File: src/rtl/mmc3_pkg.sv
// Shared definitions for the MMC3 scanline IRQ unit: register-write codes and default widths.
package mmc3_pkg;

  localparam int CNT_W_DEF = 8;

  typedef enum logic [1:0] {
    REG_IRQ_LATCH   = 2'd0,
    REG_IRQ_RELOAD  = 2'd1,
    REG_IRQ_DISABLE = 2'd2,
    REG_IRQ_ENABLE  = 2'd3
  } wr_reg_e;

endpackage

File: src/rtl/mmc3_scanline_irq_a12_filter.sv
// PPU A12 qualifier: synchronizes the raw A12 into the M2 domain and emits one scan_tick per
// rising edge that follows at least A12_LOW_CYCLES synchronized low cycles.
module a12_filter #(
  parameter int A12_LOW_CYCLES = 3,
  parameter int SYNC_STAGES    = 2
) (
  input  logic clk,
  input  logic rst_n,
  input  logic a12_raw,
  output logic scan_tick
);

  localparam int LW = $clog2(A12_LOW_CYCLES + 1);
  localparam logic [LW-1:0] LOW_MAX = LW'(A12_LOW_CYCLES);

  logic [SYNC_STAGES-1:0] sync_q, sync_d;
  logic                   a12_prev_q, a12_prev_d;
  logic [LW-1:0]          low_cnt_q, low_cnt_d;
  logic                   a12_s;

  assign a12_s = sync_q[SYNC_STAGES-1];

  always_comb begin
    sync_d     = {sync_q[SYNC_STAGES-2:0], a12_raw};
    a12_prev_d = a12_s;
    low_cnt_d  = low_cnt_q;
    if (a12_s) begin
      low_cnt_d = '0;
    end else if (low_cnt_q != LOW_MAX) begin
      low_cnt_d = low_cnt_q + LW'(1);
    end
  end

  // A rise that ends a short low period never ticks, regardless of how long it stays high.
  assign scan_tick = a12_s & ~a12_prev_q & (low_cnt_q == LOW_MAX);

  always_ff @(posedge clk or negedge rst_n) begin
    if (!rst_n) begin
      sync_q     <= '0;
      a12_prev_q <= 1'b0;
      low_cnt_q  <= '0;
    end else begin
      sync_q     <= sync_d;
      a12_prev_q <= a12_prev_d;
      low_cnt_q  <= low_cnt_d;
    end
  end

endmodule

File: src/rtl/mmc3_scanline_irq.sv
// MMC3 scanline IRQ: A12-qualified tick drives an 8-bit reload/decrement counter and /IRQ.
// Define IRQ_REV_A_EN for Rev-A IRQ assertion semantics; default build is Rev-B.
module mmc3_scanline_irq #(
  parameter int A12_LOW_CYCLES = 3,
  parameter int SYNC_STAGES    = 2,
  parameter int CNT_W          = mmc3_pkg::CNT_W_DEF
) (
  input  logic             m2,
  input  logic             rst_n,
  input  logic             ppu_a12,
  input  logic             wr_en,
  input  logic [1:0]       wr_reg,
  input  logic [CNT_W-1:0] wr_data,
  output logic             irq_n,
  output logic             scan_tick,
  output logic [CNT_W-1:0] irq_count
);

  import mmc3_pkg::*;

  // Write interface: wr_en is a single-cycle strobe with no ready; the unit accepts one write
  // every cycle it is asserted, and wr_reg/wr_data are only meaningful while wr_en=1.

  logic [CNT_W-1:0] latch_q, latch_d;
  logic [CNT_W-1:0] cnt_q, cnt_d;
  logic             reload_q, reload_d;
  logic             en_q, en_d;
  logic             irq_n_q, irq_n_d;
  logic [CNT_W-1:0] cnt_next;
  logic             irq_set;

  a12_filter #(
    .A12_LOW_CYCLES (A12_LOW_CYCLES),
    .SYNC_STAGES    (SYNC_STAGES)
  ) u_a12_filter (
    .clk       (m2),
    .rst_n     (rst_n),
    .a12_raw   (ppu_a12),
    .scan_tick (scan_tick)
  );

  always_comb begin
    cnt_next = cnt_q - CNT_W'(1);
    if ((cnt_q == '0) || reload_q) begin
      cnt_next = latch_q;
    end
`ifdef IRQ_REV_A_EN
    irq_set = en_q && ((reload_q && (latch_q == '0)) || (!reload_q && (cnt_q == CNT_W'(1))));
`else
    irq_set = en_q && (cnt_next == '0);
`endif
  end

  // Tick result is computed from pre-write state; any same-cycle write then overrides its fields.
  always_comb begin
    latch_d  = latch_q;
    cnt_d    = cnt_q;
    reload_d = reload_q;
    en_d     = en_q;
    irq_n_d  = irq_n_q;
    if (scan_tick) begin
      cnt_d    = cnt_next;
      reload_d = 1'b0;
      if (irq_set) begin
        irq_n_d = 1'b0;
      end
    end
    if (wr_en) begin
      case (wr_reg_e'(wr_reg))
        REG_IRQ_LATCH: latch_d = wr_data;
        REG_IRQ_RELOAD: begin
          cnt_d    = '0;
          reload_d = 1'b1;
        end
        REG_IRQ_DISABLE: begin
          en_d    = 1'b0;
          irq_n_d = 1'b1;
        end
        REG_IRQ_ENABLE: en_d = 1'b1;
        default: ;
      endcase
    end
  end

  always_ff @(posedge m2 or negedge rst_n) begin
    if (!rst_n) begin
      latch_q  <= '0;
      cnt_q    <= '0;
      reload_q <= 1'b0;
      en_q     <= 1'b0;
      irq_n_q  <= 1'b1;
    end else begin
      latch_q  <= latch_d;
      cnt_q    <= cnt_d;
      reload_q <= reload_d;
      en_q     <= en_d;
      irq_n_q  <= irq_n_d;
    end
  end

  assign irq_n     = irq_n_q;
  assign irq_count = cnt_q;

endmodule
File: config.mk
export PLATFORM = sky130hd
export DESIGN_NAME = mmc3_scanline_irq
export DESIGN_NICKNAME = d
export VERILOG_FILES = /design/src/rtl/mmc3_pkg.sv /design/src/rtl/mmc3_scanline_irq_a12_filter.sv /design/src/rtl/mmc3_scanline_irq.sv
export SDC_FILE = /design/constraint.sdc
export NUM_CORES = 1
export LEC_CHECK = 0
export CORE_UTILIZATION = 30
export CTS_BUF_LIST = sky130_fd_sc_hd__clkbuf_8
export DETAILED_ROUTE_END_ITERATION = 12
export PLACE_DENSITY = 0.52
export SLEW_MARGIN = 20
export SYNTH_ARGS = -nofsm -noshare
export SYNTH_HDL_FRONTEND = slang
export SYNTH_HIERARCHICAL = 1
export SYNTH_SLANG_ARGS = --single-unit
File: constraint.sdc
create_clock -name m2 -period 2.28 [get_ports m2]
set_input_delay 0.684 -clock m2 [delete_from_list [all_inputs] [get_ports m2]]
set_output_delay 0.684 -clock m2 [all_outputs]
set_load 0.02 [all_outputs]
# Word-level counts from Yosys, hierarchy flattened
# Index checks and enable logic that the tools add are counted.
word_totals:
  out_inout_bits: 10
  elab_cells: 41
  inputBits: 14
  ff_bits: 24
op_classes:
  n_addsub: 2
  bitwise_logic: 3
  n_reduce_logical: 9
  mux: 14
  n_eq_ne: 5
ops:
  columns: ["cell", "n"]
  rows:
  - ["8-bit 2-to-1 mux", 4]
  - ["8-bit logical NOT", 2]
  - ["8-bit by 1-bit subtractor with 8-bit output, second input constant", 1]
  - ["1-bit 2-to-1 mux", 7]
  - ["2-bit == test, second input constant", 3]
  - ["2-bit 2-to-1 mux", 2]
  - ["2-bit AND reduction", 2]
  - ["2-bit nonzero test", 2]
  - ["2-bit by 1-bit adder with 2-bit output, second input constant", 1]
  - ["1-bit AND", 2]
  - ["2-bit by 1-bit == test with 1-bit output, second input constant", 1]
  - ["2-bit logical NOT", 1]
  - ["2-bit inequality test, second input constant", 1]
  - ["1-bit one-hot mux with 2 select lines", 1]
  - ["1-bit logical AND", 1]
  - ["1-bit logical OR", 1]
  - ["1-bit NOT", 1]

# Logic depth before layout (Yosys ltp)
# Gate-level depths: netlist (run 1).
logic_depth:
  depth_word: 9
  ltp_mapped: 7
  ltp_nobuf: 7

# Hierarchy
# Netlist (run 1), hierarchy kept.
by_module_without_submodules:
  columns: ["module", "cells_per_inst", "area_per_inst_um2", "n_inst"]
  rows:
  - ["mmc3_scanline_irq", 116, 1138.6, 1]
  - ["a12_filter", 12, 171.4, 1]

# Worst setup path before layout (run 1)
# No wires, ideal clock.
synth_timing:
  kind: "register to register"
  from: "register u_a12_filter.low_cnt_q[0]"
  to: "register irq_n_q (netlist: irq_n)"
  slack_ns: 0.298
  arrival_ns: 1.898
  path_stages_with_launch: 8
  path_cell_list: "dfrtp_1 -> ha_1 -> nand2_1 -> nor2_1 -> inv_1 -> or3_1 -> a22oi_1 -> a21oi_1"
synth_via:
  elab_chain_len: 5
synth_lines:
  columns: ["element", "line_no", "text"]
  rows:
  - ["start: declaration", "mmc3_scanline_irq_a12_filter.sv:18", "logic [LW-1:0] low_cnt_q, low_cnt_d;"]
  - ["start signal: assignment", "mmc3_scanline_irq_a12_filter.sv:45", "low_cnt_q <= low_cnt_d;"]
  - ["2-bit == test (*)", "mmc3_scanline_irq_a12_filter.sv:35", "assign scan_tick = a12_s & ~a12_prev_q & (low_cnt_q == LOW_MAX);"]
  - ["1-bit AND (*)", "mmc3_scanline_irq_a12_filter.sv:35", null]
  - ["via scan_tick", "mmc3_scanline_irq.sv:15", "output logic scan_tick,"]
  - ["1-bit 2-to-1 mux (*)", "mmc3_scanline_irq.sv:61", "if (scan_tick) begin"]
  - ["1-bit 2-to-1 mux", "mmc3_scanline_irq.sv:69", "case (wr_reg_e'(wr_reg))"]
  - ["1-bit 2-to-1 mux (*)", "mmc3_scanline_irq.sv:68", "if (wr_en) begin"]
  - ["via irq_n_d", "mmc3_scanline_irq.sv:28", "logic irq_n_q, irq_n_d;"]
  - ["end signal: assignment", "mmc3_scanline_irq.sv:97", "irq_n_q <= irq_n_d;"]
  - ["end: declaration", "mmc3_scanline_irq.sv:28", null]
# Mark *: on every way through the listed nets, which the timed path passes. The rest lies on a longest branch.
# A chain may end at the register's enable or synchronous reset.

# Worst setup path in the final report (run 1)
layout_timing:
  from: "register cnt_q[2] (netlist: irq_count[2])"
  to: "output port irq_count[2]"
layout_lines:
  columns: ["element", "line_no", "text"]
  rows:
  - ["start: declaration", "mmc3_scanline_irq.sv:25", "logic [CNT_W-1:0] cnt_q, cnt_d;"]
  - ["start signal: assignment", "mmc3_scanline_irq.sv:94", "cnt_q <= cnt_d;"]
  - ["end: declaration", "mmc3_scanline_irq.sv:16", "output logic [CNT_W-1:0] irq_count"]
# No word-level cell between the ends.

==> results of run 1 <==
## routing by layer
metal / wire length, µm / up-vias
li1: - / 520
met1: 1320 / 501
met2: 1360 / 21
met3: 93 / 4
met4: 31 / 0
met5: 0 / -
## how the worst min path moves through the flow
stage,to,cells after the start
floorplan,u_a12_filter/sync_q[1],0
global placement,u_a12_filter/sync_q[1],0
detailed placement,u_a12_filter/sync_q[1],0
CTS,u_a12_filter/sync_q[1],0
global route,u_a12_filter/sync_q[1],0
finish,u_a12_filter/sync_q[1],0
## kinds of logic after synthesis
logic type	count (synthesis)	synth area share (%)
AO/OA/AOI/OAI	28	14.7
XOR/XNOR	2	1.34
adder cells (fa/ha/maj)	3	2.87
buffers and inverters	10	3.73
flip-flops	24	45.9
multiplexers	11	9.07
AND/OR/NAND/NOR	50	22.4
## registers in the layout, summed over array words and instances (netlist names)
signal	count
latch_q	8
irq_n	1
reload_q	1
en_q	1
u_a12_filter/low_cnt_q	2
u_a12_filter/a12_prev_q	1
irq_count	8
u_a12_filter/sync_q	2
## layout by cell type, fill, tap and decap left out, drive strengths merged
cell type	synthesis	routed
clkdlybuf4s50	0	22
o21ai	7	7
o22ai	1	1
nand3	2	2
nor3b	2	2
dlygate4sd2	0	1
nand4	1	1
and3b	1	1
clkbuf	3	4
or3	4	4
o21ba	1	1
mux2	7	7
or4	1	1
dfstp	1	1
nor2	16	16
a31o	1	1
xor2	1	1
a22oi	3	3
xnor2	1	1
a2bb2oi	2	2
a211oi	4	4
or3b	1	1
mux2i	4	4
buf	1	3
ha	3	3
a21oi	7	7
a21o	1	1
inv	6	6
nor2b	1	1
nand4b	2	2
nor4	6	6
and2	1	1
nand2	9	9
a31oi	1	1
nor3	3	3
dfrtp	23	23
## power groups by stage
stage,Sequential [W],Combinational (W),Clock (W)
6_report,0.000589,0.000518,0.000292
5_1_grt,0.000604,0.000568,0.000313
4_1_cts,0.000589,0.000524,0.000303
3_5_place_dp,0.000598,0.000522,0
3_3_place_gp,0.000596,0.000511,0
2_1_floorplan,0.000593,0.000365,0
## through the flow
| step | power (W) | utilization [%] | hold WS [ps] |
|---|---|---|---|
| 2_1_floorplan | 0.000958 | - | 331 |
| 6_report | 0.00140 | 40.4 | 368 |
| 3_3_place_gp | 0.00111 | 39.1 | 333 |
| 5_1_grt | 0.00149 | 40.4 | 384 |
| 4_1_cts | 0.00142 | 40.4 | 374 |
| 3_5_place_dp | 0.00112 | 39.1 | 354 |
## repair_timing
| action | in CTS | in global routing |
|---|---|---|
| endpoints found under the setup margin | 1 | 0 |
| hold buffers | 0 | 0 |
| resized for setup | 1 | 0 |
## layout make-up
cell class / instances / area, µm² / area share, %
multi-input cells: 94 / 659 / 39.9
repair buffers: 26 / 251 / 15.2
inverters: 6 / 22.5 / 1.36
flip-flops and latches: 24 / 602 / 36.4
clock buffers: 4 / 55.1 / 3.33
well taps: 50 / 62.6 / 3.79
==> results.yml, run 1 <==
run_status:
  outcome: "finished, final reports clean"
yosys:
  synthCells: 128
  seq_area_frac_synth_pct: 45.9
  yosys.cell_types.count: 42
  synth_async_sr_flop_share_pct: 100
  yosys_register_bits: 24
  synth_ff_type: "sky130_fd_sc_hd__dfrtp_1"
  yosys_warnings: 6
  ys_top_cells_by_count: "23 x sky130_fd_sc_hd__dfrtp_1, 16 x sky130_fd_sc_hd__nor2_1, 9 x sky130_fd_sc_hd__nand2_1"
  post_synth_instance_area_um2: 1310
  synth_largest_type_area_fraction_pct: 43.9
  synth_top_cells_by_area: "sky130_fd_sc_hd__dfrtp_1 44%, sky130_fd_sc_hd__mux2_2 6.0%, sky130_fd_sc_hd__nor2_1 4.6%"
  synth_most_common_cell: "sky130_fd_sc_hd__dfrtp_1"
  synth-edff-count: 0
  syn-mean-instance-area_um2: 10.2
  synth_nets: 145
  netlist.top_cell.by_area: "sky130_fd_sc_hd__dfrtp_1"
clocking:
  cts_setup_buffers: 0
  number_of_clock_buffers_inserted_by_tritoncts: 3
  cts.clk_slew.worst_paths_ps: 90
  tritoncts: "yes"
  clockRootBuffer: "sky130_fd_sc_hd__clkbuf_8"
  clock_path_buffers: 2
  cts_sinks: 24
  cts_max_level: 1
  clock_insertion_delay_worst_skew_ps: 270
placement:
  finalWeightedCongestion: 0.825
  hpwlAfterDp_mm: 2.16
  placed_cells: 200
  pre_cts_ws_ps: 162
  buffer_ports.inserted: 23
  placement.cell_area_um2: 1600
sta:
  final-max-slew-violation-count: 0
  finalCritPeriodShare_pct: 94.9
  finalWorstPathRequiredPeriod_ps: 2160
  worst_pin_slew_ps: 431
  finalSetupTns_ps: 0
  max_freq_ghz: 0.462
  slew_headroom_pct: 71.0
  skew_ps: 4.28
  postLayoutSetupSlackWorst_ps: 116
  rsz0062_at_grt: "no"
  setup_viol: 0
  final-hold-violation-count: 0
global_route:
  grt_start_max_net_pins: 25
  first_global_vias: 1017
  met3_track_usage_gr_pct: 2.00
  antenna_violations_before_repair: 0
  globalRoute.busiestLayer: "met2"
  grt_pass1_wl_mm: 4.65
  grt.met2_usage_pct: 22.8
  track_usage_pct: 13.6
  met1_demand_to_capacity_share_in_global_routing_pct: 17.7
  grt_overflow: 0
final_layout:
  diodes: 0
  final_net_count: 172
  drive_above_1_share_pct: 16.2
  post-route-cell-area_um2: 1650
  finish.cell_count_without_fillers: 204
  syn_to_final_growth_pct: 26.2
  fill_cells: 427
route:
  route.antenna.remaining_nets: 0
  num_vias: 1046
  finalWirelength_mm: 2.81
  post-route-drc-count: 0
  drt_iter0_drc: 22
  drt-pass1-iter-count: 4
  wl_per_cell_um: 13.8
  route.detailed.vias_per_inst: 5.13
setup_path:
  worst_path_max_delay_cell: "sky130_fd_sc_hd__clkdlybuf4s50_1"
  startpoint_types: "register"
  regToRegEndpoint: "irq_n"
  cp-startpoint: "irq_count[2]"
  worstPathCellList: "clkdlybuf4s50_1"
  crit-reg2reg-launch: "irq_count[0]"
  worst_ep_arrival_time_ps: 1480
  critPathCaptureType: "output port"
  cp_num_cells: 1
  worst_r2r_path_depth: 7
  worst_path_largest_cell_delay_ps: 670
  timing.critical_path.required_ps: 1600
  slack_of_the_worst_reg_to_reg_path_ps: 210
  worst_setup_path_endpoint: "irq_count[2]"
  cp_max_fanout: 10
  critical_path.top_delay_family: "buffers and inverters"
  cp.buffers_inverters: 1
  worst-setup-path-type: "reg -> out"
pwr:
  p_clk_share_pct: 20.9
  static-leakage-power_nw: 0.665
  power_switching_share_pct: 34.8
  p_seq_share_pct: 42.1
  p_per_area_nw_per_um2: 847
  p_sw_w: 0.000488
  internal_power_w: 0.000912
  vdd_ir_drop_max_mv: 0.278
  fraction_of_power_consumed_by_combinational_cells_pct: 37.0
hold_path:
  worstHoldStart: "u_a12_filter/sync_q[0]"
  worstHoldPathType: "reg -> reg"
floorplan:
  placeableCoreArea_um2: 4090
  die_h_um: 68.1
  fp.dieW_um: 68.1
  die_area_um2: 4630
  io_pins: 24
  placementRows: 23
  initial_cell_density_of_the_core_pct: 32.1
job:
  max_cap_viol_count: 0
Note: power is estimated with default switching activity, not from simulation.
==> inputs of run 2 (changes only) <==
--- a/config.mk
+++ b/config.mk
@@ -5,10 +5,13 @@
 export SDC_FILE = /design/constraint.sdc
 export NUM_CORES = 1
 export LEC_CHECK = 0
+export CELL_PAD_IN_SITES_DETAIL_PLACEMENT = 1
+export CELL_PAD_IN_SITES_GLOBAL_PLACEMENT = 1
 export CORE_UTILIZATION = 30
 export CTS_BUF_LIST = sky130_fd_sc_hd__clkbuf_8
+export CTS_CLUSTER_DIAMETER = 150
 export DETAILED_ROUTE_END_ITERATION = 12
-export PLACE_DENSITY = 0.52
+export PLACE_DENSITY = 0.63
 export SLEW_MARGIN = 20
 export SYNTH_ARGS = -nofsm -noshare
 export SYNTH_HDL_FRONTEND = slang
==> run 2 against run 1 <==
Net effect: wire length is 16% higher; global-route usage is 2.3 points higher; register-to-register slack hardly changed; critical path depth stayed put; sequential cell count stayed put; maximum frequency is 0.17% lower; clock power is 1% higher; cell count is 0.49% higher.
==> results.yml, run 2 (same netlist as run 1, synthesis figures left out) <==
sta:
  slew_headroom_pct: 69.8
  finalWorstPathRequiredPeriod_ps: 2170
  setup_viol: 0
  final-hold-violation-count: 0
  finalSetupTns_ps: 0
  postLayoutSetupSlackWorst_ps: 112
  final-max-slew-violation-count: 0
  rsz0062_at_grt: "no"
  finalCritPeriodShare_pct: 95.1
  skew_ps: 7.01
  max_freq_ghz: 0.461
  worst_pin_slew_ps: 449
floorplan:
  die_h_um: 68.1
  io_pins: 24
  placeableCoreArea_um2: 4090
  fp.dieW_um: 68.1
  initial_cell_density_of_the_core_pct: 32.1
  die_area_um2: 4630
  placementRows: 23
placement:
  hpwlAfterDp_mm: 2.51
  pre_cts_ws_ps: 201
  buffer_ports.inserted: 23
  finalWeightedCongestion: 0.823
global_route:
  met3_track_usage_gr_pct: 2.50
  globalRoute.busiestLayer: "met2"
  grt_start_max_net_pins: 25
  track_usage_pct: 15.9
  antenna_violations_before_repair: 0
  met1_demand_to_capacity_share_in_global_routing_pct: 19.5
  grt_overflow: 0
  grt.met2_usage_pct: 26.5
  first_global_vias: 1068
  grt_pass1_wl_mm: 5.28
setup_path:
  worstPathCellList: "clkdlybuf4s50_1"
  worst_ep_arrival_time_ps: 1480
  timing.critical_path.required_ps: 1600
  worst-setup-path-type: "reg -> out"
  cp.buffers_inverters: 1
  critPathCaptureType: "output port"
  critical_path.top_delay_family: "buffers and inverters"
  worst_path_max_delay_cell: "sky130_fd_sc_hd__clkdlybuf4s50_1"
  cp_max_fanout: 10
  startpoint_types: "register"
  worst_path_largest_cell_delay_ps: 670
final_layout:
  commonest_non_fill_non_tap_cell_in_the_layout: "sky130_fd_sc_hd__dfrtp_1"
  syn_to_final_growth_pct: 26.7
  diodes: 0
  drive_above_1_share_pct: 16.8
  commonest_non_fill_non_tap_cells_in_the_layout: "23 x sky130_fd_sc_hd__dfrtp_1, 22 x sky130_fd_sc_hd__clkdlybuf4s50_1, 16 x sky130_fd_sc_hd__nor2_1, 9 x sky130_fd_sc_hd__nand2_1, 7 x sky130_fd_sc_hd__mux2_2"
  final_net_count: 173
clocking:
  postCtsHoldBufs: 0
  clock_path_buffers: 2
  clock_insertion_delay_worst_skew_ps: 270
  number_of_clock_buffers_inserted_by_tritoncts: 3
  cts_max_level: 1
  cts_repair_resize_count: 1
  cts_setup_buffers: 0
  cts.clk_slew.worst_paths_ps: 90
  cts_sinks: 24
  clockRootBuffer: "sky130_fd_sc_hd__clkbuf_8"
  tritoncts: "yes"
route:
  drt_iter0_drc: 29
  post-route-drc-count: 0
  finalWirelength_mm: 3.25
  route.antenna.remaining_nets: 0
  num_vias: 1053
  wl_per_cell_um: 15.8
  route.detailed.vias_per_inst: 5.14
  drt-pass1-iter-count: 4
hold_path:
  worstHoldPathType: "reg -> reg"
job:
  max_cap_viol_count: 0
pwr:
  vdd_ir_drop_max_mv: 0.284
  p_per_area_nw_per_um2: 860
  static-leakage-power_nw: 0.670
run_status:
  outcome: "finished, final reports clean"
## run 2: changes by cell type in the layout (fill, tap and decap cells not counted), sizes merged
cell  previous run  this run
buf              3         4
## run 2: final cells by class
class / instances / area (µm²)
fill: 458 / 2430
multi-input combinational: 94 / 659
sequential: 24 / 602
timing repair buffer: 27 / 259
tap: 50 / 62.6
clock buffer: 4 / 55.1
inverter: 6 / 22.5
## run 2: routing by layer
layer  vias up  routed length, µm
met3         8                 97
met4         0                 75
met5         -                  0
li1        516                  -
met2        21               1660
met1       508               1410
## run 2: worst paths after layout
kind / start / to / slack, ps / cells past startpoint
worst min-delay path: u_a12_filter/sync_q[0] / u_a12_filter/sync_q[1] / 370 / 0
worst max-delay path: irq_count[2] / irq_count[2] / 110 / 1
min in group asynchronous: rst_n / irq_count[0] / 760 / 2
worst max register to register: irq_count[1] / irq_n / 220 / 7
max in group asynchronous: rst_n / irq_n / 1220 / 2
worst min register to register: u_a12_filter/sync_q[0] / u_a12_filter/sync_q[1] / 370 / 0
## run 2: stage by stage
step / hold slack (ps) / cells / cell area, µm² / power, W / utilization, %
after floorplan: 331 / 128 / 1310 / 0.000958 / -
after global routing: 381 / 205 / 1660 / 0.00153 / 40.6
after global placement: 333 / 201 / 1610 / 0.00112 / 39.3
after CTS: 370 / 205 / 1660 / 0.00145 / 40.6
final: 367 / 205 / 1660 / 0.00143 / 40.6
after detailed placement: 349 / 201 / 1610 / 0.00115 / 39.3
## run 2: report_power, final
group	internal, W	switching, W	total (W)
Clock	0.000154	0.000142	0.000296
Combinational	0.000270	0.000276	0.000546
Sequential	0.000493	0.0000923	0.000586
